===== config.mk =====
export PLATFORM = sky130hd
export DESIGN_NAME = seq_alu_flat
export DESIGN_NICKNAME = d
export VERILOG_FILES = /design/src/rtl/seq_alu_if.sv /design/src/rtl/seq_alu.sv /design/src/flat_wrapper.sv
export SDC_FILE = /design/constraint.sdc
export NUM_CORES = 1
export LEC_CHECK = 0
export CORE_UTILIZATION = 39
export DETAILED_ROUTE_END_ITERATION = 6
export PLACE_DENSITY = 0.6
export RECOVER_POWER = 100
export REMOVE_ABC_BUFFERS = 1
export SYNTH_ARGS = -nofsm -noshare
export SYNTH_HDL_FRONTEND = slang
export SYNTH_SLANG_ARGS = --single-unit

===== constraint.sdc =====
create_clock -name clk -period 5.5 [get_ports clk]
set_input_delay 0.825 -clock clk [delete_from_list [all_inputs] [get_ports clk]]
set_output_delay 0.825 -clock clk [all_outputs]
set_load 0.1 [all_outputs]

===== src/rtl/seq_alu_if.sv =====
// seq_alu_if: request/result bundle for the sequential ALU.
//   start/fs/a/b        : operation request, driven by the requester (master)
//   y/y_hi              : primary and secondary results
//   done/busy           : completion pulse and multi-cycle-in-progress status
//   c/v/n/z/err         : registered status flags
interface seq_alu_if #(
  parameter int WIDTH = 8
);
  logic             start;
  logic [3:0]       fs;
  logic [WIDTH-1:0] a;
  logic [WIDTH-1:0] b;
  logic [WIDTH-1:0] y;
  logic [WIDTH-1:0] y_hi;
  logic             done;
  logic             busy;
  logic             c;
  logic             v;
  logic             n;
  logic             z;
  logic             err;

  modport master (
    output start, fs, a, b,
    input  y, y_hi, done, busy, c, v, n, z, err
  );

  modport slave (
    input  start, fs, a, b,
    output y, y_hi, done, busy, c, v, n, z, err
  );
endinterface


===== src/rtl/seq_alu.sv =====
// seq_alu: registered ALU with add/sub (carry-chained), shifts, logic ops and
// iterative unsigned multiply / divide / modulo.
//   clk   : rising-edge clock
//   rst_n : asynchronous active-low reset
//   bus   : seq_alu_if slave; start/fs/a/b are sampled when the request is
//           accepted, results and flags are held until the next completion.
module seq_alu #(
  parameter int WIDTH = 8
) (
  input  logic     clk,
  input  logic     rst_n,
  seq_alu_if.slave bus
);
  localparam int CW = $clog2(WIDTH) + 1;

  typedef enum logic [1:0] {IDLE, MUL_RUN, DIV_RUN} state_t;
  typedef enum logic [3:0] {
    F_ADD = 4'd0, F_SUB, F_ADC, F_SBC, F_SHL, F_SHR, F_ASR,
    F_AND, F_OR, F_XOR, F_MUL, F_DIV, F_MOD
  } fn_t;

  state_t           state, state_nxt;
  logic [CW-1:0]    cnt, cnt_nxt;

  // Accepted request, executed on the following edge.
  logic             pend;
  logic [3:0]       op_fs;
  logic [WIDTH-1:0] op_a, op_b;
  logic             op_cin;

  // Shared iterative engine: hi = partial product high / remainder,
  // lo = multiplier / quotient, opnd = multiplicand / divisor.
  logic [WIDTH-1:0] hi, lo, opnd;
  logic             is_mod;

  logic [WIDTH-1:0] y_r, yhi_r;
  logic             c_r, v_r, n_r, z_r, err_r, done_r;

  logic             pend_multi, accept, last, load;
  logic [WIDTH:0]   mul_sum, div_sh, div_diff, add_s;
  logic             div_ok;
  logic [WIDTH-1:0] step_hi, step_lo, beff;
  logic             ci;

  logic             wr, wr_c, wr_v, wr_err;
  logic [WIDTH-1:0] wr_y, wr_hi;

  // A pending multi-cycle op has not raised busy yet; hold off further
  // requests until the engine has taken it.
  assign pend_multi = pend && ((op_fs == F_MUL) ||
                      (((op_fs == F_DIV) || (op_fs == F_MOD)) && (op_b != '0)));
  assign accept     = bus.start && (state == IDLE) && !pend_multi;
  assign last       = (cnt == CW'(WIDTH - 1));

  // One engine step: shift-add multiply or restoring divide.
  always_comb begin
    mul_sum  = {1'b0, hi} + (lo[0] ? {1'b0, opnd} : '0);
    div_sh   = {hi, lo[WIDTH-1]};
    div_diff = div_sh - {1'b0, opnd};
    div_ok   = !div_diff[WIDTH];
    if (state == MUL_RUN) begin
      step_hi = mul_sum[WIDTH:1];
      step_lo = {mul_sum[0], lo[WIDTH-1:1]};
    end else begin
      step_hi = div_ok ? div_diff[WIDTH-1:0] : div_sh[WIDTH-1:0];
      step_lo = {lo[WIDTH-2:0], div_ok};
    end
  end

  always_comb begin
    state_nxt = state;
    cnt_nxt   = cnt;
    load      = 1'b0;
    wr        = 1'b0;
    wr_y      = '0;
    wr_hi     = '0;
    wr_c      = 1'b0;
    wr_v      = 1'b0;
    wr_err    = 1'b0;
    beff      = ((op_fs == F_SUB) || (op_fs == F_SBC)) ? ~op_b : op_b;
    ci        = (op_fs == F_SUB) ? 1'b1 :
                ((op_fs == F_ADC) || (op_fs == F_SBC)) ? op_cin : 1'b0;
    add_s     = {1'b0, op_a} + {1'b0, beff} + {{WIDTH{1'b0}}, ci};
    case (state)
      IDLE: begin
        if (pend) begin
          case (op_fs)
            F_ADD, F_SUB, F_ADC, F_SBC: begin
              wr   = 1'b1;
              wr_y = add_s[WIDTH-1:0];
              wr_c = add_s[WIDTH];
              wr_v = (op_a[WIDTH-1] == beff[WIDTH-1]) &&
                     (add_s[WIDTH-1] != op_a[WIDTH-1]);
            end
            F_SHL: begin
              wr   = 1'b1;
              wr_y = {op_a[WIDTH-2:0], 1'b0};
              wr_c = op_a[WIDTH-1];
            end
            F_SHR: begin
              wr   = 1'b1;
              wr_y = {1'b0, op_a[WIDTH-1:1]};
              wr_c = op_a[0];
            end
            F_ASR: begin
              wr   = 1'b1;
              wr_y = {op_a[WIDTH-1], op_a[WIDTH-1:1]};
              wr_c = op_a[0];
            end
            F_AND: begin
              wr   = 1'b1;
              wr_y = op_a & op_b;
            end
            F_OR: begin
              wr   = 1'b1;
              wr_y = op_a | op_b;
            end
            F_XOR: begin
              wr   = 1'b1;
              wr_y = op_a ^ op_b;
            end
            F_MUL: begin
              load      = 1'b1;
              state_nxt = MUL_RUN;
              cnt_nxt   = '0;
            end
            F_DIV, F_MOD: begin
              if (op_b == '0) begin
                wr     = 1'b1;
                wr_y   = '1;
                wr_hi  = op_a;
                wr_err = 1'b1;
              end else begin
                load      = 1'b1;
                state_nxt = DIV_RUN;
                cnt_nxt   = '0;
              end
            end
            default: begin
              wr     = 1'b1;
              wr_err = 1'b1;
            end
          endcase
        end
      end
      MUL_RUN, DIV_RUN: begin
        cnt_nxt = cnt + CW'(1);
        // The final iteration is folded into the result write.
        if (last) begin
          wr        = 1'b1;
          state_nxt = IDLE;
          cnt_nxt   = '0;
          if (state == MUL_RUN) begin
            wr_y  = step_lo;
            wr_hi = step_hi;
            wr_c  = (step_hi != '0);
          end else begin
            wr_y  = is_mod ? step_hi : step_lo;
            wr_hi = is_mod ? step_lo : step_hi;
          end
        end
      end
      default: state_nxt = IDLE;
    endcase
  end

  always_ff @(posedge clk or negedge rst_n) begin
    if (!rst_n) begin
      state <= IDLE;
      cnt   <= '0;
    end else begin
      state <= state_nxt;
      cnt   <= cnt_nxt;
    end
  end

  always_ff @(posedge clk or negedge rst_n) begin
    if (!rst_n) begin
      pend   <= 1'b0;
      op_fs  <= '0;
      op_a   <= '0;
      op_b   <= '0;
      op_cin <= 1'b0;
    end else begin
      pend <= accept;
      if (accept) begin
        op_fs  <= bus.fs;
        op_a   <= bus.a;
        op_b   <= bus.b;
        op_cin <= c_r;
      end
    end
  end

  always_ff @(posedge clk or negedge rst_n) begin
    if (!rst_n) begin
      hi     <= '0;
      lo     <= '0;
      opnd   <= '0;
      is_mod <= 1'b0;
    end else if (load) begin
      hi     <= '0;
      lo     <= op_a;
      opnd   <= op_b;
      is_mod <= (op_fs == F_MOD);
    end else if (state != IDLE) begin
      hi <= step_hi;
      lo <= step_lo;
    end
  end

  always_ff @(posedge clk or negedge rst_n) begin
    if (!rst_n) begin
      y_r    <= '0;
      yhi_r  <= '0;
      c_r    <= 1'b0;
      v_r    <= 1'b0;
      n_r    <= 1'b0;
      z_r    <= 1'b0;
      err_r  <= 1'b0;
      done_r <= 1'b0;
    end else begin
      done_r <= wr;
      if (wr) begin
        y_r   <= wr_y;
        yhi_r <= wr_hi;
        c_r   <= wr_c;
        v_r   <= wr_v;
        n_r   <= wr_y[WIDTH-1];
        z_r   <= (wr_y == '0);
        err_r <= wr_err;
      end
    end
  end

  assign bus.y    = y_r;
  assign bus.y_hi = yhi_r;
  assign bus.c    = c_r;
  assign bus.v    = v_r;
  assign bus.n    = n_r;
  assign bus.z    = z_r;
  assign bus.err  = err_r;
  assign bus.done = done_r;
  assign bus.busy = (state != IDLE);
endmodule


===== src/flat_wrapper.sv =====
// flat-port wrapper written by rule: the top's interface ports become plain ports
module seq_alu_flat 
#(
  parameter int WIDTH = 8
)
  (clk, rst_n, bus_start, bus_fs, bus_a, bus_b, bus_y, bus_y_hi, bus_done, bus_busy, bus_c, bus_v, bus_n, bus_z, bus_err);
  seq_alu_if #(.WIDTH(WIDTH)) bus_i ();
  input  logic clk;
  input  logic rst_n;
  input wire logic [$bits(bus_i.start)-1:0] bus_start;
  input wire logic [$bits(bus_i.fs)-1:0] bus_fs;
  input wire logic [$bits(bus_i.a)-1:0] bus_a;
  input wire logic [$bits(bus_i.b)-1:0] bus_b;
  output wire logic [$bits(bus_i.y)-1:0] bus_y;
  output wire logic [$bits(bus_i.y_hi)-1:0] bus_y_hi;
  output wire logic [$bits(bus_i.done)-1:0] bus_done;
  output wire logic [$bits(bus_i.busy)-1:0] bus_busy;
  output wire logic [$bits(bus_i.c)-1:0] bus_c;
  output wire logic [$bits(bus_i.v)-1:0] bus_v;
  output wire logic [$bits(bus_i.n)-1:0] bus_n;
  output wire logic [$bits(bus_i.z)-1:0] bus_z;
  output wire logic [$bits(bus_i.err)-1:0] bus_err;
  assign bus_i.start = bus_start;
  assign bus_i.fs = bus_fs;
  assign bus_i.a = bus_a;
  assign bus_i.b = bus_b;
  assign bus_y = bus_i.y;
  assign bus_y_hi = bus_i.y_hi;
  assign bus_done = bus_i.done;
  assign bus_busy = bus_i.busy;
  assign bus_c = bus_i.c;
  assign bus_v = bus_i.v;
  assign bus_n = bus_i.n;
  assign bus_z = bus_i.z;
  assign bus_err = bus_i.err;
  seq_alu #(.WIDTH(WIDTH)) u_core (.clk(clk), .rst_n(rst_n), .bus(bus_i));
endmodule

==> metrics <==
FP Rows=43; post-CTS setup buffers=0; commonest cells in the synthesized netlist=74 x dfrtp_1, 67 x nand2_1, 52 x o21ai_0; setup_tns=0 ns; post-synth top area cell=dfrtp_1; Worst Hold Class=reg -> reg; minimum clock period=4.67 ns; core area=14100 um2; Avg WL per Cell=20.2 um; die height=123 um; Critical Path AT=4.90 ns; DRC viols=0; CTS tree=yes; Avg Vias per Cell=5.89; post-route ant nets=0; most common cell in the netlist=dfrtp_1; NumNets Final=766; I/O pins=46; Hold Fails Final Rpt=0; Post-synth ARST share=100%; H-tree Lvls=3; DRT Wirelength=17.8 mm; cell count after placement=865; status=complete, but fails checks; vias=5190; first drt pass iteration count=5; later-pin clock latency in the skew report=0.35 ns; area delta synth->final=14.9%; leading register cell type out of synthesis=dfrtp_1; largest cells by area after synthesis=dfrtp_1 32%, ha_1 9.4%, mux2_2 5.9%, o21ai_0 4.5%, nand2_1 4.4%; Synth cell types=68; GR Util All Layers=24.7%; CP max FO=38; share of cells above drive strength 1=8.13%; first-pass GRT wire length=27.8 mm; # resized after CTS=0; Die Width=123 um; max-slew violations=114; die footprint=15200 um2; clk_skew=0.00781 ns; CTS Hold Bufs=0; CTS Sinks=74; worst slew pin tran=4.11 ns; largest net degree at the start of global routing=75; failing checks=capacitance limit, slew limit; non-filler cells, final=881; Worst setup EP type=flop; Req. time, crit path=5.74 ns; DR iter-0 viols=326; Worst setup SP type=flop; Cells after Synth=666; Syn. warnings=0; RSZ-0062 raised after global routing=false; synthesized area per cell=8.63 um2; routability cong.=0.974; Port Buf Inserts=45; initial antenna violation count=0; root cell of the clock tree=clkbuf_16; maximum root-to-sink buffer count=2; fmax=214 MHz; register area share after synthesis=32.2%; EDFF count, synth=0; n_diodes=0; worst rel slew slack=-174%; Post-Syn Area=5740 um2; vias in the first global route=5236; FF+latch count, synth=74; post-synth top area share=32.2%; reg2reg path depth=10; TritonCTS buffer count=9; clk slew on worst S/H paths=0.06 ns; Post-DP HPWL=13.4 mm; gr ovfl total=0; hold depth=1; register-to-register setup slack=0.83 ns; initial core utilization=40.6%; final worst path period share=84.9%; Setup CP Type=reg -> reg; final setup fails=0; maxcap violations=2
==> routing by layer <==
| metal | vias up | global-route usage, % | part of all wire [%] |
|---|---|---|---|
| met2 | 163 | 40.0 | 47 |
| li1 | 2459 | - | - |
| met4 | 0 | 14.2 | 4.1 |
| met3 | 43 | 3.41 | 4.3 |
| met1 | 2525 | 31.4 | 44 |
| met5 | - | 0 | 0 |
==> cells in the final DEF, fill, tap and decap left out, types with 9 or more instances in the layout <==
master | synthesis | final
dfrtp_1 | 74 | 74
nand2_1 | 67 | 67
o21ai_0 | 52 | 54
nor2_1 | 47 | 47
inv_1 | 44 | 45
ha_1 | 43 | 43
a21oi_1 | 40 | 41
mux2_2 | 30 | 29
dlygate4sd3_1 | 0 | 23
clkdlybuf4s50_1 | 0 | 21
xnor2_1 | 19 | 19
nand3_1 | 18 | 18
mux2i_1 | 18 | 18
o211ai_1 | 12 | 12
a21o_1 | 11 | 11
and2_1 | 9 | 9
nor3_1 | 9 | 9
o22ai_1 | 9 | 9
clkbuf_16 | 0 | 9
==> sequential cells by signal, summed over array words and instances, names as in the netlist, 2 cells and up <==
| signal | cells |
|---|---|
| u_core.bus.y | 7 |
| u_core.bus.y_hi | 8 |
| u_core.cnt | 4 |
| u_core.hi | 8 |
| u_core.lo | 8 |
| u_core.op_a | 8 |
| u_core.op_b | 8 |
| u_core.op_fs | 4 |
| u_core.opnd | 8 |
| u_core.state | 2 |
==> critical path, cell delays in order (launching register included) <==
cell and delay [ns]:
dfrtp_1 0.41, clkbuf_1 1.17, nor3b_1 0.10, o22a_1 0.23, o21ai_0 0.42, nand3_1 0.13, a21o_1 0.48, inv_1 0.48
o221ai_1 0.20, or4_1 0.55, o41ai_1 0.34
==> cell type report <==
class | count | area (um2)
Clock buffer | 11 | 253
Clock inverter | 5 | 36.3
Fill cell | 1425 | 7550
Inverter | 45 | 169
Multi-Input combinational cell | 513 | 3570
Sequential cell | 74 | 1850
Tap cell | 180 | 225
Timing Repair Buffer | 53 | 497
==> final timing paths <==
path,to,from
max in group asynchronous,u_core.hi[2]$_DFFE_PN0P_,rst_n
max reg2reg,u_core.bus.z$_DFFE_PN0P_,u_core.op_fs[1]$_DFFE_PN0P_
min,u_core.bus.y[3]$_DFFE_PN0P_,u_core.bus.y[3]$_DFFE_PN0P_
min reg2reg,u_core.bus.y[3]$_DFFE_PN0P_,u_core.bus.y[3]$_DFFE_PN0P_
min in group asynchronous,u_core.op_a[7]$_DFFE_PN0P_,rst_n
max,u_core.bus.z$_DFFE_PN0P_,u_core.op_fs[1]$_DFFE_PN0P_
==> per-stage QoR <==
step           cell area, um2  setup slack [ns]  util (%)  hold WS (ns)
4_1_cts                  6630              1.30      46.9         0.489
6_report                 6600             0.833      46.6         0.479
2_1_floorplan            5610             0.950         -         0.463
3_3_place_gp             6340              1.46      44.8         0.466
5_1_grt                  6600             0.503      46.6         0.498
3_5_place_dp             6340              1.31      44.8         0.475
==> kinds of logic after synthesis <==
group,synth area share (%)
compound gates,22.7
simple gates,15.9
buf+inv,5.29
flops,32.2
mux,9.21
fa+ha+maj,10.8
xor+xnor,3.96
Power is left out: the tool's default activity adds up to more than one toggle a clock period on the data nets, which glitch-free logic cannot reach.
